--- src/rtl/lsu_axi_lite.sv ---
// lsu_axi_lite
// Load/store unit that converts one data-memory access from the execute
// stage into an AXI-lite master transaction. It aligns byte lanes, builds
// the write strobe, and sign- or zero-extends load data. req_ready is held
// low while an access is in flight, which stalls the core.
//
// Ports:
//   clk, rst                 clock (rising edge), asynchronous active-low reset
//   req_valid/req_ready      request handshake from execute
//   req_we                   1 = store, 0 = load
//   req_addr                 byte address
//   req_memop                size/extension code (000 b, 001 h, 010 w, 011 d,
//                            100 bu, 101 hu, 110 wu, 111 reserved)
//   req_wdata                right-justified store data
//   resp_valid               one-cycle completion pulse
//   resp_rdata               extended load data (0 for stores and errors)
//   resp_err                 misaligned, reserved memop or non-OKAY response
//   AR/R/AW/W/B              AXI-lite master channels
module lsu_axi_lite #(
  parameter int ADDR_W = 64,
  parameter int DATA_W = 64
) (
  input  logic              clk,
  input  logic              rst,
  input  logic              req_valid,
  output logic              req_ready,
  input  logic              req_we,
  input  logic [ADDR_W-1:0] req_addr,
  input  logic [2:0]        req_memop,
  input  logic [DATA_W-1:0] req_wdata,
  output logic              resp_valid,
  output logic [DATA_W-1:0] resp_rdata,
  output logic              resp_err,
  output logic [ADDR_W-1:0] ARADDR,
  output logic              ARVALID,
  input  logic              ARREADY,
  input  logic [DATA_W-1:0] RDATA,
  input  logic [1:0]        RRESP,
  input  logic              RVALID,
  output logic              RREADY,
  output logic [ADDR_W-1:0] AWADDR,
  output logic              AWVALID,
  input  logic              AWREADY,
  output logic [DATA_W-1:0] WDATA,
  output logic [7:0]        WSTRB,
  output logic              WVALID,
  input  logic              WREADY,
  input  logic [1:0]        BRESP,
  input  logic              BVALID,
  output logic              BREADY
);

  typedef enum logic [2:0] {IDLE, RD_A, RD_D, WR, WR_B, DONE} state_t;

  state_t      state;
  logic [2:0]  addr_lo_q;
  logic [2:0]  memop_q;
  logic        aw_done;
  logic        w_done;

  logic [2:0]        size_mask;
  logic [7:0]        strb_base;
  logic              misaligned;
  logic              reserved;
  logic [7:0]        wstrb_next;
  logic [DATA_W-1:0] wdata_next;
  logic [ADDR_W-1:0] bus_addr;
  logic [DATA_W-1:0] rd_shift;
  logic [DATA_W-1:0] load_data;
  logic              aw_now;
  logic              w_now;

  // Request decode: alignment check, strobe and lane placement are worked
  // out from the incoming request so they can be latched on accept.
  always_comb begin
    size_mask = 3'b000;
    strb_base = 8'h01;
    case (req_memop[1:0])
      2'd0: begin size_mask = 3'b000; strb_base = 8'h01; end
      2'd1: begin size_mask = 3'b001; strb_base = 8'h03; end
      2'd2: begin size_mask = 3'b011; strb_base = 8'h0F; end
      default: begin size_mask = 3'b111; strb_base = 8'hFF; end
    endcase
    misaligned = |(req_addr[2:0] & size_mask);
    reserved   = (req_memop == 3'b111);
    wstrb_next = strb_base << req_addr[2:0];
    wdata_next = req_wdata << {req_addr[2:0], 3'b000};
    bus_addr   = {req_addr[ADDR_W-1:3], 3'b000};
  end

  // Load path: bring the addressed byte lane down to bit 0, then extend.
  // memop[2] selects zero extension; the doubleword case needs none.
  always_comb begin
    rd_shift  = RDATA >> {addr_lo_q, 3'b000};
    load_data = '0;
    case (memop_q[1:0])
      2'd0: load_data = memop_q[2] ? {56'b0, rd_shift[7:0]}
                                   : {{56{rd_shift[7]}}, rd_shift[7:0]};
      2'd1: load_data = memop_q[2] ? {48'b0, rd_shift[15:0]}
                                   : {{48{rd_shift[15]}}, rd_shift[15:0]};
      2'd2: load_data = memop_q[2] ? {32'b0, rd_shift[31:0]}
                                   : {{32{rd_shift[31]}}, rd_shift[31:0]};
      default: load_data = rd_shift;
    endcase
  end

  // Write channel completion, counting a handshake happening this cycle.
  always_comb begin
    aw_now = aw_done | (AWVALID & AWREADY);
    w_now  = w_done  | (WVALID & WREADY);
  end

  // Main FSM. Every output is a register so nothing on the AXI inputs can
  // reach an AXI output combinationally; reset drops all VALID/READY at once.
  always_ff @(posedge clk or negedge rst) begin
    if (!rst) begin
      state      <= IDLE;
      addr_lo_q  <= 3'b000;
      memop_q    <= 3'b000;
      aw_done    <= 1'b0;
      w_done     <= 1'b0;
      req_ready  <= 1'b0;
      resp_valid <= 1'b0;
      resp_rdata <= '0;
      resp_err   <= 1'b0;
      ARADDR     <= '0;
      ARVALID    <= 1'b0;
      RREADY     <= 1'b0;
      AWADDR     <= '0;
      AWVALID    <= 1'b0;
      WDATA      <= '0;
      WSTRB      <= 8'h00;
      WVALID     <= 1'b0;
      BREADY     <= 1'b0;
    end else begin
      resp_valid <= 1'b0;
      case (state)
        IDLE: begin
          req_ready <= 1'b1;
          if (req_valid && req_ready) begin
            req_ready <= 1'b0;
            addr_lo_q <= req_addr[2:0];
            memop_q   <= req_memop;
            if (misaligned || reserved) begin
              state      <= DONE;
              resp_valid <= 1'b1;
              resp_err   <= 1'b1;
              resp_rdata <= '0;
            end else if (req_we) begin
              state   <= WR;
              AWADDR  <= bus_addr;
              AWVALID <= 1'b1;
              WVALID  <= 1'b1;
              WDATA   <= wdata_next;
              WSTRB   <= wstrb_next;
              aw_done <= 1'b0;
              w_done  <= 1'b0;
            end else begin
              state   <= RD_A;
              ARADDR  <= bus_addr;
              ARVALID <= 1'b1;
            end
          end
        end
        RD_A: begin
          if (ARREADY) begin
            ARVALID <= 1'b0;
            RREADY  <= 1'b1;
            state   <= RD_D;
          end
        end
        RD_D: begin
          if (RVALID) begin
            RREADY     <= 1'b0;
            state      <= DONE;
            resp_valid <= 1'b1;
            if (RRESP != 2'b00) begin
              resp_err   <= 1'b1;
              resp_rdata <= '0;
            end else begin
              resp_err   <= 1'b0;
              resp_rdata <= load_data;
            end
          end
        end
        WR: begin
          if (AWVALID && AWREADY) AWVALID <= 1'b0;
          if (WVALID && WREADY)   WVALID  <= 1'b0;
          aw_done <= aw_now;
          w_done  <= w_now;
          if (aw_now && w_now) begin
            state   <= WR_B;
            BREADY  <= 1'b1;
            aw_done <= 1'b0;
            w_done  <= 1'b0;
          end
        end
        WR_B: begin
          if (BVALID) begin
            BREADY     <= 1'b0;
            state      <= DONE;
            resp_valid <= 1'b1;
            resp_err   <= (BRESP != 2'b00);
            resp_rdata <= '0;
          end
        end
        DONE: begin
          state     <= IDLE;
          req_ready <= 1'b1;
        end
        default: state <= IDLE;
      endcase
    end
  end

endmodule

--- config.mk ---
export PLATFORM = sky130hd
export DESIGN_NAME = lsu_axi_lite
export DESIGN_NICKNAME = d
export VERILOG_FILES = /design/src/rtl/lsu_axi_lite.sv
export SDC_FILE = /design/constraint.sdc
export NUM_CORES = 1
export LEC_CHECK = 0
export CAP_MARGIN = 20
export CORE_ASPECT_RATIO = 1.75
export CORE_MARGIN = 1
export CORE_UTILIZATION = 40
export DETAILED_ROUTE_END_ITERATION = 7
export GPL_ROUTABILITY_DRIVEN = 0
export HOLD_SLACK_MARGIN = 0.12
export PLACE_DENSITY = 0.71
export SLEW_MARGIN = 10
export SYNTH_ARGS = -nofsm -noshare
export SYNTH_HDL_FRONTEND = slang
export SYNTH_SLANG_ARGS = --single-unit
--- constraint.sdc ---
create_clock -name clk -period 5 [get_ports clk]
set_input_delay 1 -clock clk [delete_from_list [all_inputs] [get_ports clk]]
set_output_delay 1 -clock clk [all_outputs]
set_load 0.03 [all_outputs]
==> run_results.csv <==
group,metric,value,unit
pwr,peakVddDrop,0.423,mV
setup_path,timing.critical_path.from,"req_valid",
sta,max_freq,0.312,GHz
cells_and_area,regArea,0.00694,sq mm
die,die-height,251,um
setup_path,cp.depth,7,
pwr,total_power,12.9,mW
cells_and_area,design_area,0.0202,sq mm
die,io_pins,480,
logic_synthesis,yosys_most_used_dff,"dfrtp_1",
cells_and_area,multi_input_area,0.00672,sq mm
sta,rsz0062_at_grt,"no",
global_routing,grt_pass1_vias,12500,
global_routing,grt.overflow.total,0,
cells_and_area,drive_gt1_frac,0.127,
die,start_util,0.408,
cts,cts_buffers,28,
pwr,clockPowerShare,0.180,
setup_path,cp_data_arrival_time,3.66,ns
pwr,leakage,8.87,nW
cts,clock-root-buffer,"clkbuf_16",
logic_synthesis,syn-cell-area,0.0142,sq mm
logic_synthesis,synth_area_leaders,"dfrtp_1 (49%), nand2_1 (8.9%), mux2_2 (6.4%)",
detailed_routing,routed_wl,50.3,mm
setup_path,crit_required,5.45,ns
logic_synthesis,synth_warnings,0,
cts,post_cts_buffers,0,
setup_path,cp_max_fo,71,
detailed_routing,dr.pass1.iters,7,
cells_and_area,fillers,3001,
setup_path,rrSetupSlack,1.81,ns
cts,clk_path_buf_depth,3,
global_routing,grt_pass1_wl,75.7,mm
status,outcome,"complete, no violations",
logic_synthesis,synth_top_cell_area_share,0.490,
setup_path,cp-end-kind,"register",
logic_synthesis,synthArstFlopShare,1.00,
placement,port_buffers,473,
logic_synthesis,avgSynthCellArea,10.2,sq um
pwr,power_density,640,mW/mm^2
cts,hold_buffers,0,
detailed_routing,num_vias,12500,
sta,hold_viol_final,0,
cts,htree_levels,1,
min_path,hp-class,"in2async",
cts,clock-sinks,277,
detailed_routing,vias_per_cell,5.48,
detailed_routing,ant_nets,0,
cells_and_area,final_util,0.582,
sta,setup_viol,0,
sta,fin_worst_skew,0.0235,ns
cts,clk_latency,0.57,ns
cells_and_area,fin_cells,2285,
logic_synthesis,yosysTopAreaCell,"dfrtp_1",
setup_path,cp_slowest_cell,"nor2_4",
global_routing,antenna_found_initial,3,
detailed_routing,drt-initial-drc-count,716,
cts,cts.repair.resized,0,
sta,whs,0.472,ns
logic_synthesis,syn_inst,1390,
setup_path,start_kind,"input pin",
cts,cts_tree,"done",
sta,worst_slack,1.80,ns
setup_path,criticalPathCategory,"in2reg",
job,cap_violations,0,
setup_path,reg2reg_depth,7,
logic_synthesis,ys_seq_elements,277,
placement,dpl.hpwl,37.0,mm
cells_and_area,layout.nets,2009,
sta,slew_viol_final,0,
setup_path,cp_top_family,"simple AND/OR/NAND/NOR gates",
detailed_routing,remaining_drc_errors,0,
setup_path,worst-path-buf-inv,2,
setup_path,timing.rr.end,"resp_rdata[63]",
setup_path,cpPeakStageDelay,0.60,ns
die,dieArea,0.0362,sq mm
setup_path,r2r-start,"addr_lo_q[2]",
placement,place_ws,1.22,ns
pwr,netSwitchingFraction,0.434,
logic_synthesis,yosysUniqueCellTypes,62,
sta,setup_tns,0,ns
placement,place_area,0.0192,sq mm
logic_synthesis,synth_edf_count,0,
detailed_routing,wl_per_cell,22.0,um
pwr,p_switching,5.60,mW
global_routing,grt_max_degree,130,
cells_and_area,area_delta_synth_final,42.7,%
die,fp-row-count,90,
placement,placedCellCount,2230,
setup_path,crit_chain,"clkdlybuf4s50_1 -> nor4bb_1 -> o2111ai_1 -> nor2_4 -> buf_12 -> o211ai_1 -> o21a_1",
die,core,0.0347,sq mm
pwr,p_int,7.32,mW
sta,fin_crit,3.20,ns
pwr,seqPwrFrac,0.295,
global_routing,grt_use_total,0.277,
sta,worst_pin_slew,1.06,ns
pwr,share_comb_of_total_power,0.526,
logic_synthesis,ys_seq_area_frac,0.490,
cts,clk_pin_slew,0.07,ns
setup_path,crit_end,"WDATA[50]",
die,die_w,144,um
sta,finalCritPeriodShare,0.641,
sta,relSlewSlack,0.292,
## flip-flops by register name, summed over array words and instances (netlist names), 3 cells and up
register,count
WDATA,64
resp_rdata,64
ARADDR,61
AWADDR,61
WSTRB,8
addr_lo_q,3
memop_q,3
state,3
## synth_stat cells (2+ instances only)
library cell	instances
a2bb2oi_1	7
a32o_1	7
o21ai_2	25
buf_4	8
o21a_1	7
a21oi_1	70
and3_1	4
nand2_1	336
a31oi_1	2
nand3b_1	3
clkbuf_1	52
mux2_2	81
o21ai_0	75
buf_6	5
nand3_1	18
nor3_1	12
buf_1	22
nor2b_1	20
mux2i_1	83
mux2_4	2
o31ai_2	5
mux4_2	31
nand2b_1	5
o22ai_1	9
o2bb2ai_1	4
and3b_1	3
nor2_1	60
inv_1	5
a211oi_1	22
or2_2	4
a221o_1	26
dfrtp_1	277
a21o_1	8
buf_2	29
o22a_1	5
a211o_1	8
nor4_1	3
o31ai_1	21
o211ai_1	3
## worst reg2reg max path, delay by kind of cell (launching register included)
family	cells	cell delay, ns
and+or+nand+nor	2	0.41
DFF	1	0.50
muxes	2	0.89
AOI/OAI and AO/OA	1	0.16
buffers and inverters	2	1.09
## power by group through the flow
stage / Sequential (mW) / Clock (mW) / Combinational (mW)
global placement: 3.80 / 0 / 6.71
floorplan: 5.43 / 0 / 2.33
finish: 3.81 / 2.32 / 6.80
CTS: 3.81 / 2.37 / 6.82
detailed placement: 3.83 / 0 / 6.79
global route: 3.92 / 2.45 / 7.16
## layout make-up
class | count | share of cell area
inverter | 6 | 0.00112
timing repair buffer | 492 | 0.243
antenna | 2 | 0.000248
multi-input combinational | 996 | 0.333
clock buffer | 40 | 0.0409
clock inverter | 12 | 0.00997
tap | 460 | 0.0285
sequential | 277 | 0.343
## kinds of logic after synthesis
group	after synthesis	share of synthesized area
multiplexers	198	0.175
other	1	0.000265
buffers and inverters	122	0.0397
flip-flops	277	0.490
AO/OA/AOI/OAI	313	0.153
AND/OR/NAND/NOR	479	0.142
## worst min-delay path by stage
stage,startpoint,to,slack (ns),depth (start not counted)
5_1_grt,resp_rdata[49],resp_rdata[49],0.49,2
6_report,rst,WDATA[27],0.47,1
4_1_cts,WDATA[28],WDATA[28],0.47,2
2_1_floorplan,aw_done,aw_done,0.49,2
3_3_place_gp,WDATA[4],WDATA[4],0.45,2
3_5_place_dp,WDATA[28],WDATA[28],0.46,2
## layout by cell type (no fill, tap or decap), types with 6 or more instances in the layout
cell type	synthesis	final
o22ai_1	9	9
o21ai_2	25	25
dfrtp_1	277	274
nand2_1	336	336
nor2_1	60	59
a211o_1	8	8
mux4_2	31	31
clkbuf_16	0	28
o21ai_0	75	75
clkbuf_8	0	8
o21a_1	7	7
o31ai_1	21	21
a211oi_1	22	22
a2bb2oi_1	7	7
a32o_1	7	7
nor3_1	12	11
a221o_1	26	26
nand3_1	18	17
conb_1	1	6
clkdlybuf4s50_1	0	469
buf_4	8	18
nor2b_1	20	20
mux2_2	81	81
mux2i_1	83	83
a21o_1	8	8
a21oi_1	70	70
## per-layer routing
metal	vias up	part of all wire	GRT usage
li1	5749	-	-
met1	6087	0.36	0.318
met2	549	0.51	0.477
met3	134	0.066	0.0453
met4	2	0.064	0.166
met5	-	0.00016	0
Power figures use the tool's default switching activity.
